==> src/rtl/tx_mem_reader_pkg.sv <==
// Shared constants and FSM encoding for the TX memory read engine.
package tx_mem_reader_pkg;

   localparam int DEF_DATA_WIDTH = 32;
   localparam int DEF_MEM_DEPTH  = 16;
   localparam int DEF_ADDR_WIDTH = 4;
   localparam int DEF_LEN_WIDTH  = DEF_ADDR_WIDTH + 1;

   typedef enum logic [1:0] {
      ST_IDLE  = 2'd0,
      ST_FETCH = 2'd1,
      ST_DRAIN = 2'd2
   } rd_state_t;

endpackage

==> src/rtl/tx_mem_reader_if.sv <==
// Control, memory-port and TX-stream signals of the read engine.
interface tx_mem_reader_if
   import tx_mem_reader_pkg::*;
#(
   parameter int DATA_WIDTH = DEF_DATA_WIDTH,
   parameter int ADDR_WIDTH = DEF_ADDR_WIDTH,
   parameter int LEN_WIDTH  = DEF_LEN_WIDTH
);

   logic                  start;
   logic [ADDR_WIDTH-1:0] start_addr;
   logic [LEN_WIDTH-1:0]  length;
   logic                  abort;
   logic                  busy;
   logic                  done;
   logic [ADDR_WIDTH-1:0] mem_addr;
   logic                  mem_wr;
   logic [DATA_WIDTH-1:0] mem_rdata;
   logic [DATA_WIDTH-1:0] tx_data;
   logic                  tx_valid;
   logic                  tx_ready;
   logic                  tx_last;

   modport master (
      input  start, start_addr, length, abort, mem_rdata, tx_ready,
      output busy, done, mem_addr, mem_wr, tx_data, tx_valid, tx_last
   );

   modport slave (
      output start, start_addr, length, abort, mem_rdata, tx_ready,
      input  busy, done, mem_addr, mem_wr, tx_data, tx_valid, tx_last
   );

endinterface

==> src/rtl/tx_mem_reader_skid_fifo.sv <==
// Two-entry FIFO used as the output buffer; flush empties it in one cycle.
module tx_skid_fifo #(
   parameter int WIDTH = 32
) (
   input  logic             clk,
   input  logic             reset_n,
   input  logic             flush,
   input  logic             push,
   input  logic [WIDTH-1:0] push_data,
   input  logic             pop,
   output logic [WIDTH-1:0] pop_data,
   output logic [1:0]       count
);

   logic [1:0][WIDTH-1:0] entry_q;
   logic                  wr_ptr_reg;
   logic                  rd_ptr_reg;
   logic [1:0]            count_reg;

   generate
      for (genvar gi = 0; gi < 2; gi++) begin : g_entry
         logic [WIDTH-1:0] data_reg;

         always_ff @(posedge clk or negedge reset_n) begin
            if (!reset_n) begin
               data_reg <= '0;
            end else if (push && !flush && (wr_ptr_reg == 1'(gi))) begin
               data_reg <= push_data;
            end
         end

         assign entry_q[gi] = data_reg;
      end
   endgenerate

   always_ff @(posedge clk or negedge reset_n) begin
      if (!reset_n) begin
         wr_ptr_reg <= 1'b0;
         rd_ptr_reg <= 1'b0;
         count_reg  <= 2'd0;
      end else if (flush) begin
         wr_ptr_reg <= 1'b0;
         rd_ptr_reg <= 1'b0;
         count_reg  <= 2'd0;
      end else begin
         if (push) begin
            wr_ptr_reg <= ~wr_ptr_reg;
         end
         if (pop) begin
            rd_ptr_reg <= ~rd_ptr_reg;
         end
         count_reg <= count_reg + 2'(push) - 2'(pop);
      end
   end

   assign pop_data = entry_q[rd_ptr_reg];
   assign count    = count_reg;

endmodule

==> src/rtl/tx_mem_reader.sv <==
// Streams `length` words from the TX memory read port to the serializer,
// hiding the one-cycle read latency behind a two-entry output buffer.
module tx_mem_reader
   import tx_mem_reader_pkg::*;
#(
   parameter int DATA_WIDTH = DEF_DATA_WIDTH,
   parameter int MEM_DEPTH  = DEF_MEM_DEPTH,
   parameter int ADDR_WIDTH = DEF_ADDR_WIDTH,
   parameter int LEN_WIDTH  = DEF_LEN_WIDTH
) (
   input  logic            clk,
   input  logic            reset_n,
   tx_mem_reader_if.master bus
);

   rd_state_t             state_reg;
   logic [ADDR_WIDTH-1:0] addr_reg;
   logic [ADDR_WIDTH-1:0] addr_next;
   logic [LEN_WIDTH-1:0]  len_reg;
   logic [LEN_WIDTH-1:0]  issue_cnt_reg;
   logic [LEN_WIDTH-1:0]  send_cnt_reg;
   logic [LEN_WIDTH-1:0]  req_len;
   logic                  inflight_reg;
   logic                  busy_reg;
   logic                  done_reg;

   logic [1:0]            fifo_count;
   logic [DATA_WIDTH-1:0] head_data;
   logic                  tx_valid_int;
   logic                  pop;
   logic                  issue;
   logic                  last_issue;
   logic                  last_pop;
   logic [2:0]            occupancy;

   assign req_len = (bus.length > LEN_WIDTH'(MEM_DEPTH)) ? LEN_WIDTH'(MEM_DEPTH) : bus.length;

   assign tx_valid_int = (fifo_count != 2'd0);
   assign pop          = tx_valid_int && bus.tx_ready;

   // A read issued now lands in the buffer at the end of the next cycle, so the
   // buffer plus the word already on mem_rdata must leave room for it.
   assign occupancy  = {1'b0, fifo_count} + {2'b00, inflight_reg} - {2'b00, pop};
   assign issue      = (state_reg == ST_FETCH) && !bus.abort && (occupancy < 3'd2);
   assign last_issue = (issue_cnt_reg == len_reg - LEN_WIDTH'(1));
   assign last_pop   = (send_cnt_reg == len_reg - LEN_WIDTH'(1));

   assign addr_next = (addr_reg == ADDR_WIDTH'(MEM_DEPTH - 1)) ? '0 : addr_reg + ADDR_WIDTH'(1);

   always_ff @(posedge clk or negedge reset_n) begin
      if (!reset_n) begin
         state_reg     <= ST_IDLE;
         addr_reg      <= '0;
         len_reg       <= '0;
         issue_cnt_reg <= '0;
         send_cnt_reg  <= '0;
         inflight_reg  <= 1'b0;
         busy_reg      <= 1'b0;
         done_reg      <= 1'b0;
      end else begin
         done_reg     <= 1'b0;
         inflight_reg <= issue;
         if (bus.abort) begin
            state_reg     <= ST_IDLE;
            busy_reg      <= 1'b0;
            issue_cnt_reg <= '0;
            send_cnt_reg  <= '0;
         end else begin
            case (state_reg)
               ST_IDLE: begin
                  if (bus.start) begin
                     if (req_len == '0) begin
                        done_reg <= 1'b1;
                     end else begin
                        state_reg     <= ST_FETCH;
                        busy_reg      <= 1'b1;
                        addr_reg      <= bus.start_addr;
                        len_reg       <= req_len;
                        issue_cnt_reg <= '0;
                        send_cnt_reg  <= '0;
                     end
                  end
               end
               ST_FETCH: begin
                  if (issue) begin
                     addr_reg      <= addr_next;
                     issue_cnt_reg <= issue_cnt_reg + LEN_WIDTH'(1);
                     if (last_issue) begin
                        state_reg <= ST_DRAIN;
                     end
                  end
                  if (pop) begin
                     send_cnt_reg <= send_cnt_reg + LEN_WIDTH'(1);
                  end
               end
               ST_DRAIN: begin
                  if (pop) begin
                     send_cnt_reg <= send_cnt_reg + LEN_WIDTH'(1);
                     if (last_pop) begin
                        state_reg <= ST_IDLE;
                        busy_reg  <= 1'b0;
                        done_reg  <= 1'b1;
                     end
                  end
               end
               default: begin
                  state_reg <= ST_IDLE;
                  busy_reg  <= 1'b0;
               end
            endcase
         end
      end
   end

   // Capture is keyed on the in-flight flag; mem_rdata is meaningless otherwise.
   tx_skid_fifo #(
      .WIDTH(DATA_WIDTH)
   ) u_out_buf (
      .clk       (clk),
      .reset_n   (reset_n),
      .flush     (bus.abort),
      .push      (inflight_reg),
      .push_data (bus.mem_rdata),
      .pop       (pop),
      .pop_data  (head_data),
      .count     (fifo_count)
   );

   assign bus.busy     = busy_reg;
   assign bus.done     = done_reg;
   assign bus.mem_addr = addr_reg;
   assign bus.mem_wr   = 1'b0;
   assign bus.tx_data  = head_data;
   assign bus.tx_valid = tx_valid_int;
   assign bus.tx_last  = tx_valid_int && last_pop;

endmodule

==> src/flat_wrapper.sv <==
// flat-port wrapper written by rule: the top's interface ports become plain ports
module tx_mem_reader_flat import tx_mem_reader_pkg::*;
#(
   parameter int DATA_WIDTH = DEF_DATA_WIDTH,
   parameter int MEM_DEPTH  = DEF_MEM_DEPTH,
   parameter int ADDR_WIDTH = DEF_ADDR_WIDTH,
   parameter int LEN_WIDTH  = DEF_LEN_WIDTH
)
  (clk, reset_n, bus_start, bus_start_addr, bus_length, bus_abort, bus_mem_rdata, bus_tx_ready, bus_busy, bus_done, bus_mem_addr, bus_mem_wr, bus_tx_data, bus_tx_valid, bus_tx_last);
  tx_mem_reader_if #(.DATA_WIDTH(DATA_WIDTH), .ADDR_WIDTH(ADDR_WIDTH), .LEN_WIDTH(LEN_WIDTH)) bus_i ();
  input  logic clk;
  input  logic reset_n;
  input wire logic [$bits(bus_i.start)-1:0] bus_start;
  input wire logic [$bits(bus_i.start_addr)-1:0] bus_start_addr;
  input wire logic [$bits(bus_i.length)-1:0] bus_length;
  input wire logic [$bits(bus_i.abort)-1:0] bus_abort;
  input wire logic [$bits(bus_i.mem_rdata)-1:0] bus_mem_rdata;
  input wire logic [$bits(bus_i.tx_ready)-1:0] bus_tx_ready;
  output wire logic [$bits(bus_i.busy)-1:0] bus_busy;
  output wire logic [$bits(bus_i.done)-1:0] bus_done;
  output wire logic [$bits(bus_i.mem_addr)-1:0] bus_mem_addr;
  output wire logic [$bits(bus_i.mem_wr)-1:0] bus_mem_wr;
  output wire logic [$bits(bus_i.tx_data)-1:0] bus_tx_data;
  output wire logic [$bits(bus_i.tx_valid)-1:0] bus_tx_valid;
  output wire logic [$bits(bus_i.tx_last)-1:0] bus_tx_last;
  assign bus_i.start = bus_start;
  assign bus_i.start_addr = bus_start_addr;
  assign bus_i.length = bus_length;
  assign bus_i.abort = bus_abort;
  assign bus_i.mem_rdata = bus_mem_rdata;
  assign bus_i.tx_ready = bus_tx_ready;
  assign bus_busy = bus_i.busy;
  assign bus_done = bus_i.done;
  assign bus_mem_addr = bus_i.mem_addr;
  assign bus_mem_wr = bus_i.mem_wr;
  assign bus_tx_data = bus_i.tx_data;
  assign bus_tx_valid = bus_i.tx_valid;
  assign bus_tx_last = bus_i.tx_last;
  tx_mem_reader #(.DATA_WIDTH(DATA_WIDTH), .MEM_DEPTH(MEM_DEPTH), .ADDR_WIDTH(ADDR_WIDTH), .LEN_WIDTH(LEN_WIDTH)) u_core (.clk(clk), .reset_n(reset_n), .bus(bus_i));
endmodule
==> config.mk <==
export PLATFORM = sky130hd
export DESIGN_NAME = tx_mem_reader_flat
export DESIGN_NICKNAME = d
export VERILOG_FILES = /design/src/rtl/tx_mem_reader_pkg.sv /design/src/rtl/tx_mem_reader_if.sv /design/src/rtl/tx_mem_reader_skid_fifo.sv /design/src/rtl/tx_mem_reader.sv /design/src/flat_wrapper.sv
export SDC_FILE = /design/constraint.sdc
export NUM_CORES = 1
export LEC_CHECK = 0
export ABC_AREA = 1
export CAP_MARGIN = 25
export CORE_MARGIN = 10
export CORE_UTILIZATION = 45
export CTS_BUF_LIST = sky130_fd_sc_hd__clkbuf_8
export CTS_CLUSTER_DIAMETER = 150
export CTS_CLUSTER_SIZE = 14
export DETAILED_ROUTE_END_ITERATION = 6
export PLACE_DENSITY = 0.67
export SLEW_MARGIN = 20
export SYNTH_ARGS = -nofsm -noshare
export SYNTH_HDL_FRONTEND = slang
export SYNTH_HIERARCHICAL = 1
export SYNTH_SLANG_ARGS = --single-unit
==> constraint.sdc <==
create_clock -name clk -period 5.1 [get_ports clk]
set_clock_uncertainty 0.1 [all_clocks]
set_input_delay 1.02 -clock clk [delete_from_list [all_inputs] [get_ports clk]]
set_output_delay 1.02 -clock clk [all_outputs]
set_load 0.01 [all_outputs]
==> results of run 1 <==
[worst register-to-register path: cells and delay by family, from the launching register on]
| kind | cells | cell delay (ns) |
|---|---|---|
| AND/OR/NAND/NOR | 12 | 1.05 |
| buffers and inverters | 3 | 0.32 |
| adder cells (fa/ha/maj) | 2 | 0.77 |
| flip-flops | 1 | 0.44 |
[power breakdown]
part	total [mW]	internal [mW]	switching, mW
sequential	1.14	0.968	0.173
combinational	1.38	0.683	0.693
clock	0.466	0.205	0.261
[Yosys cell counts, types with 3 or more instances]
master   instances  area, sq um
o21ai_1          7         35.0
ha_1            11          138
nand3_1         25          125
buf_4            4         30.0
mux2_2          32          360
a31oi_1          4         25.0
nor2_2           3         18.8
inv_2            4         15.0
buf_2            4         20.0
o21ai_0         51          255
nand4_1         11         68.8
o21ai_2         23          201
nand2_1        138          518
or2_2            4         25.0
inv_1           69          259
dfrtp_1         92         2300
a21oi_1          6         30.0
nor2_1          20         75.1
buf_6            6         67.6
[how the worst max path moves through the flow]
stage / start / end / slack (ns) / cells after the start
after global routing: u_core/u_out_buf/rd_ptr_reg / bus_tx_data[2] / 1.36 / 3
after floorplan: bus_tx_ready / u_core/state_reg[0] / 2.18 / 15
after CTS: u_core/u_out_buf/rd_ptr_reg / bus_tx_data[2] / 1.44 / 3
final: u_core/u_out_buf/rd_ptr_reg / bus_tx_data[1] / 1.53 / 3
after detailed placement: bus_tx_ready / u_core/state_reg[0] / 1.47 / 16
after global placement: bus_tx_ready / u_core/state_reg[0] / 1.56 / 16
[cell usage in the layout (no fill, tap or decap), types with 6 or more instances in the layout]
cell type,count
nor2_1,20
mux2_2,32
ha_1,11
a21oi_1,6
o21ai_1,7
dfrtp_1,92
inv_1,69
o21ai_0,51
clkdlybuf4s50_1,84
nand2_1,138
nand4_1,11
clkbuf_8,11
o21ai_2,23
nand3_1,25
[cells by family after synthesis]
| logic type | Yosys count | share of synthesized area |
|---|---|---|
| compound gates | 97 | 0.126 |
| xor+xnor | 3 | 0.00546 |
| fa+ha+maj | 12 | 0.0328 |
| buf+inv | 94 | 0.0931 |
| flops | 92 | 0.478 |
| mux | 32 | 0.0749 |
| other cells | 1 | 0.000779 |
| simple gates | 210 | 0.189 |
[per-stage QoR]
| stage | hold slack [ns] | cells | setup slack (ns) | total power, mW | util |
|---|---|---|---|---|---|
| after floorplan | 0.348 | 541 | 2.18 | 2.01 | - |
| after global placement | 0.360 | 746 | 1.56 | 2.50 | 0.549 |
| after detailed placement | 0.369 | 746 | 1.47 | 2.54 | 0.549 |
| after CTS | 0.390 | 762 | 1.44 | 3.02 | 0.567 |
| after global routing | 0.401 | 762 | 1.36 | 3.25 | 0.567 |
| final | 0.385 | 762 | 1.53 | 2.98 | 0.567 |
[routing by layer]
metal	track usage	share of wire	vias to the layer above
met4	0.0568	0.011	0
met3	0.0451	0.066	8
met2	0.221	0.46	84
met1	0.204	0.47	1801
met5	0	0	-
li1	-	-	1906
[cell type report]
class	count	share of cell area
multi-input combinational	355	0.351
inverter	74	0.0473
clock inverter	5	0.00554
sequential	92	0.392
timing repair buffer	89	0.149
clock buffer	11	0.0258
tap	136	0.0290
==> results.tsv, run 1 <==
metric	value	unit
post-route cell area	5880	sq um
vias in the first global route	3886	
Detailed Routing Iterations Pass 1	4	
standard cell with the maximum stage delay on the critical path	dfrtp_1	
min-delay worst type	flop to flop	
max reg flops	64	
number of flops mapped to enable cells by yosys	0	
setup TNS	0	ns
count of mapped cells out of synthesis	541	
Post-Route WL	10.9	mm
Slew Limit Headroom	0.514	
cts-stage hold buffer count	0	
number of port buffers	85	
detailed-route via count	3799	
number of antenna violations at the first check in global routing	0	
Synth-to-Final Area Change	22.1	%
io pins	87	
core outline area	10400	sq um
reg-to-reg critical path endpoint	u_core/state_reg[1]	
power density normalized to cell area	508	nW/um^2
number of distinct library cells after synthesis	39	
vertical die dimension	123	um
share of the clock period used by the worst path after layout	0.699	
proportion of synthesized flip-flops having asynchronous set or reset	1.00	
pin count of the biggest net entering global routing	65	
Detailed Route Iter0 Violations	223	
Seq/Total Area, Yosys	0.478	
first-pass GRT wire length	18.6	mm
# clock sinks	92	
predominant post-synthesis flop cell	dfrtp_1	
static leakage	2.82	nW
Die W	123	um
multi-input gate area in the final layout	2060	sq um
arrival time of the worst setup path	2.45	ns
DRC Markers	0	
sum of net half-perimeters after detailed placement	7.93	mm
buffer count from post-CTS setup fixing	0	
Via-to-Cell Ratio	4.99	
Register-to-Register Setup Slack	2.31	ns
kind of critical path	flop to primary output	
antenna violation net count after detailed routing	0	
Max Transition Viols Final	0	
worst path bufs/invs	2	
launch point of the worst hold path	u_core/u_out_buf/g_entry[0].data_reg[19]	
cell-by-cell trace of the critical path	buf_4 > mux2_2 > clkdlybuf4s50_1	
number of hold violations in the final report	0	
result of the run	finished, final reports clean	
setup repair after global routing missed its margin	false	
final number of setup-violating endpoints	0	
number of register bits inferred by synthesis	92	
total number of nets in the final design	679	
worst slew pin tran	0.730	ns
all-layer global routing usage	0.150	
maximum clock insertion buffer count	2	
Total Die Area	15200	sq um
IR drop worst, VDD	232	uV
Worst path max stage delay	0.82	ns
worst-case reg-to-reg path depth	17	
Yosys warnings	6	
highest fanout seen on the critical path	18	
RePlAce Congestion	0.861	
hold path endpoint	u_core/u_out_buf/g_entry[0].data_reg[19]	
Avg Synthesized Cell Area	8.90	sq um
dominant delay contributor by cell family on the critical path	buffers and inverters	
share of layout cells above drive strength 1	0.152	
count of H-tree levels built during CTS	3	
aggregate global routing overflow	0	
data required time at the worst endpoint	3.98	ns
Max Clock Freq	280	MHz
Syn Nets	599	
kind of start point of the critical path	flop	
CTS buffer count	9	
insertion delay of the later-clocked pin in the worst-skew pair	0.36	ns
cell depth of the worst min-delay path	2	
row cnt	37	
Starting Density	0.464	
storage element area	2300	sq um
area of the mapped netlist	4810	sq um
placed cell area	5690	sq um
total of fill cells in the finished design	962	
CTS root buffer	clkbuf_8	
max_cap viols	0	
start of the worst register-to-register path	u_core/u_out_buf/count[1]	
wire length per cell	14.3	um
CTS tree	built	
type of destination of the critical path	primary output	
Period minus WS final	3.57	ns
Antenna Cells	0	
Clock Pin Slew Worst Setup and Hold Paths	0.09	ns
CTS resizes	0	
No activity file was read; power rests on OpenSTA's default activity.
==> run 2: changes to the inputs <==
--- a/config.mk
+++ b/config.mk
@@ -13,7 +13,7 @@
 export CTS_CLUSTER_DIAMETER = 150
 export CTS_CLUSTER_SIZE = 14
 export DETAILED_ROUTE_END_ITERATION = 6
-export PLACE_DENSITY = 0.67
+export PLACE_DENSITY = 0.7
 export SLEW_MARGIN = 20
 export SYNTH_ARGS = -nofsm -noshare
 export SYNTH_HDL_FRONTEND = slang
==> constraint.sdc (replaced) <==
create_clock -name clk -period 3.1 [get_ports clk]
set_clock_uncertainty 0.1 [all_clocks]
set_input_delay 0.62 -clock clk [delete_from_list [all_inputs] [get_ports clk]]
set_output_delay 0.62 -clock clk [all_outputs]
set_load 0.01 [all_outputs]
==> run 2 against run 1 <==
Against the previous run:
- critical path type unchanged
- highest routed layer unchanged
- die area unchanged
- clock power increased by 83%
- sequential power increased by 64%
- critical path depth increased by 6
- via count increased by 0.97%
- flip-flop and latch count unchanged
- hold slack got worse by 0.25 ns
==> results.tsv, run 2 (synthesis gave the netlist of run 1 again) <==
metric	value	unit	change
Slew Limit Headroom	0.611		+0.0977
commonest non-fill, non-tap cell in the layout	nand2_1		
total number of nets in the final design	683		+0.59%
number of port buffers	85		unchanged
maximum clock insertion buffer count	2		unchanged
CTS root buffer	clkbuf_8		
Post-Route WL	10.9	mm	-0.22%
total of fill cells in the finished design	948		-1.5%
number of hold violations in the final report	0		unchanged
vias in the first global route	3877		-0.23%
Period minus WS final	2.88	ns	
share of layout cells above drive strength 1	0.159		+0.00697
Starting Density	0.464		unchanged
min-delay worst type	primary input to async pin		
insertion delay of the later-clocked pin in the worst-skew pair	0.35	ns	about the same
number of antenna violations at the first check in global routing	0		unchanged
data required time at the worst endpoint	2.38	ns	-1.60 ns
kind of critical path	flop to primary output		
worst hold-check slack	0.140	ns	-0.246 ns
final number of setup-violating endpoints	0		unchanged
result of the run	finished, final reports clean		
CTS buffer count	9		unchanged
Total Die Area	15200	sq um	unchanged
RePlAce Congestion	0.874		+1.5%
count of H-tree levels built during CTS	3		unchanged
Synth-to-Final Area Change	23.9	%	
Max Transition Viols Final	0		unchanged
Max Clock Freq	347	MHz	
end-of-flow core utilization	0.575		+0.00845
Via-to-Cell Ratio	5.01		+0.45%
power density normalized to cell area	843	nW/um^2	+66%
core outline area	10400	sq um	unchanged
buffer count from post-CTS setup fixing	0		unchanged
pin count of the biggest net entering global routing	65		unchanged
io pins	87		unchanged
sum of net half-perimeters after detailed placement	7.90	mm	-0.46%
static leakage	2.85	nW	+1.2%
aggregate global routing overflow	0		unchanged
Detailed Routing Iterations Pass 1	4		unchanged
vertical die dimension	123	um	unchanged
type of destination of the critical path	primary output		
wire length per cell	14.2	um	-0.74%
all-layer global routing usage	0.144		-0.00598
setup repair after global routing missed its margin	false		
first-pass GRT wire length	18.0	mm	-3.4%
detailed-route via count	3836		+0.97%
post-route total power	5.03	mW	+68%
Antenna Cells	0		unchanged
Die W	123	um	unchanged
kind of start point of the critical path	flop		
max reg flops	64		unchanged
DRC Markers	0		unchanged
arrival time of the worst setup path	2.16	ns	-0.29 ns
most frequent cells in the layout	nand2_1 (138), dfrtp_1 (92), clkdlybuf4s50_1 (83)		
max_cap viols	0		unchanged
share of the clock period used by the worst path after layout	0.929		
CTS tree	built		
row cnt	37		unchanged
worst slew pin tran	0.583	ns	-0.147 ns
highest fanout seen on the critical path	7		-11
IR drop worst, VDD	365	uV	+57%
antenna violation net count after detailed routing	0		unchanged
Clock Pin Slew Worst Setup and Hold Paths	0.10	ns	about the same
# clock sinks	92		unchanged
Detailed Route Iter0 Violations	191		-14%
-- run 2: final timing paths --
kind / from / endpoint / slack [ns] / cells after the start
max in group asynchronous: reset_n / u_core/u_out_buf/g_entry[0].data_reg[22] / 2.09 / 2
max reg2reg: u_core/u_out_buf/count[1] / u_core/state_reg[0] / 0.33 / 17
max: u_core/len_reg[0] / bus_tx_last / 0.22 / 9
min in group clk: u_core/u_out_buf/g_entry[0].data_reg[22] / u_core/u_out_buf/g_entry[0].data_reg[22] / 0.39 / 2
min reg2reg: u_core/u_out_buf/g_entry[0].data_reg[22] / u_core/u_out_buf/g_entry[0].data_reg[22] / 0.39 / 2
min: reset_n / u_core/len_reg[3] / 0.14 / 1
-- run 2: area by class of cell --
type | instances | area (sq um) | share of cell area
flip-flops and latches | 92 | 2300 | 0.386
multi-input cells | 355 | 2070 | 0.347
repair buffers | 93 | 932 | 0.156
inverters | 74 | 278 | 0.0466
well taps | 136 | 170 | 0.0285
clock buffers | 9 | 124 | 0.0208
clock inverters | 7 | 90.1 | 0.0151
-- run 2: routing by layer --
layer  global-route usage  vias up  wire, um
met1                0.181     1829      4950
met5                    0        -         0
met3               0.0424        5       750
met2                0.237       90      5130
li1                     -     1912         -
met4               0.0393        0        55
-- run 2: metrics by stage --
stage          setup WS [ns]  instances  setup TNS [ns]  area [sq um]
3_5_place_dp       -0.000542        750       -0.000542          5750
6_report               0.221        766               0          5960
4_1_cts                0.174        766               0          5960
5_1_grt               0.0598        766               0          5960
2_1_floorplan          0.559        541               0          4810
3_3_place_gp          0.0615        750               0          5750
-- run 2: power by group --
part	internal, mW	leakage (nW)	switching (mW)
Sequential	1.59	1.21	0.274
Combinational	1.14	1.54	1.16
Clock	0.391	0.101	0.464
-- run 2: repair_timing --
item	4_1_cts	5_1_grt
hold buffers	0	0
setup endpoints to repair	1	0
resized for setup	2	0
-- run 2: critical path: stages (launching register included) --
cell           delay [ns]
dfrtp_1              0.40
inv_2                0.09
ha_1                 0.35
inv_1                0.07
nand2_1              0.06
nand4_1              0.10
nor2_2               0.15
nand3_2              0.13
a21oi_2              0.16
dlygate4sd2_1        0.29
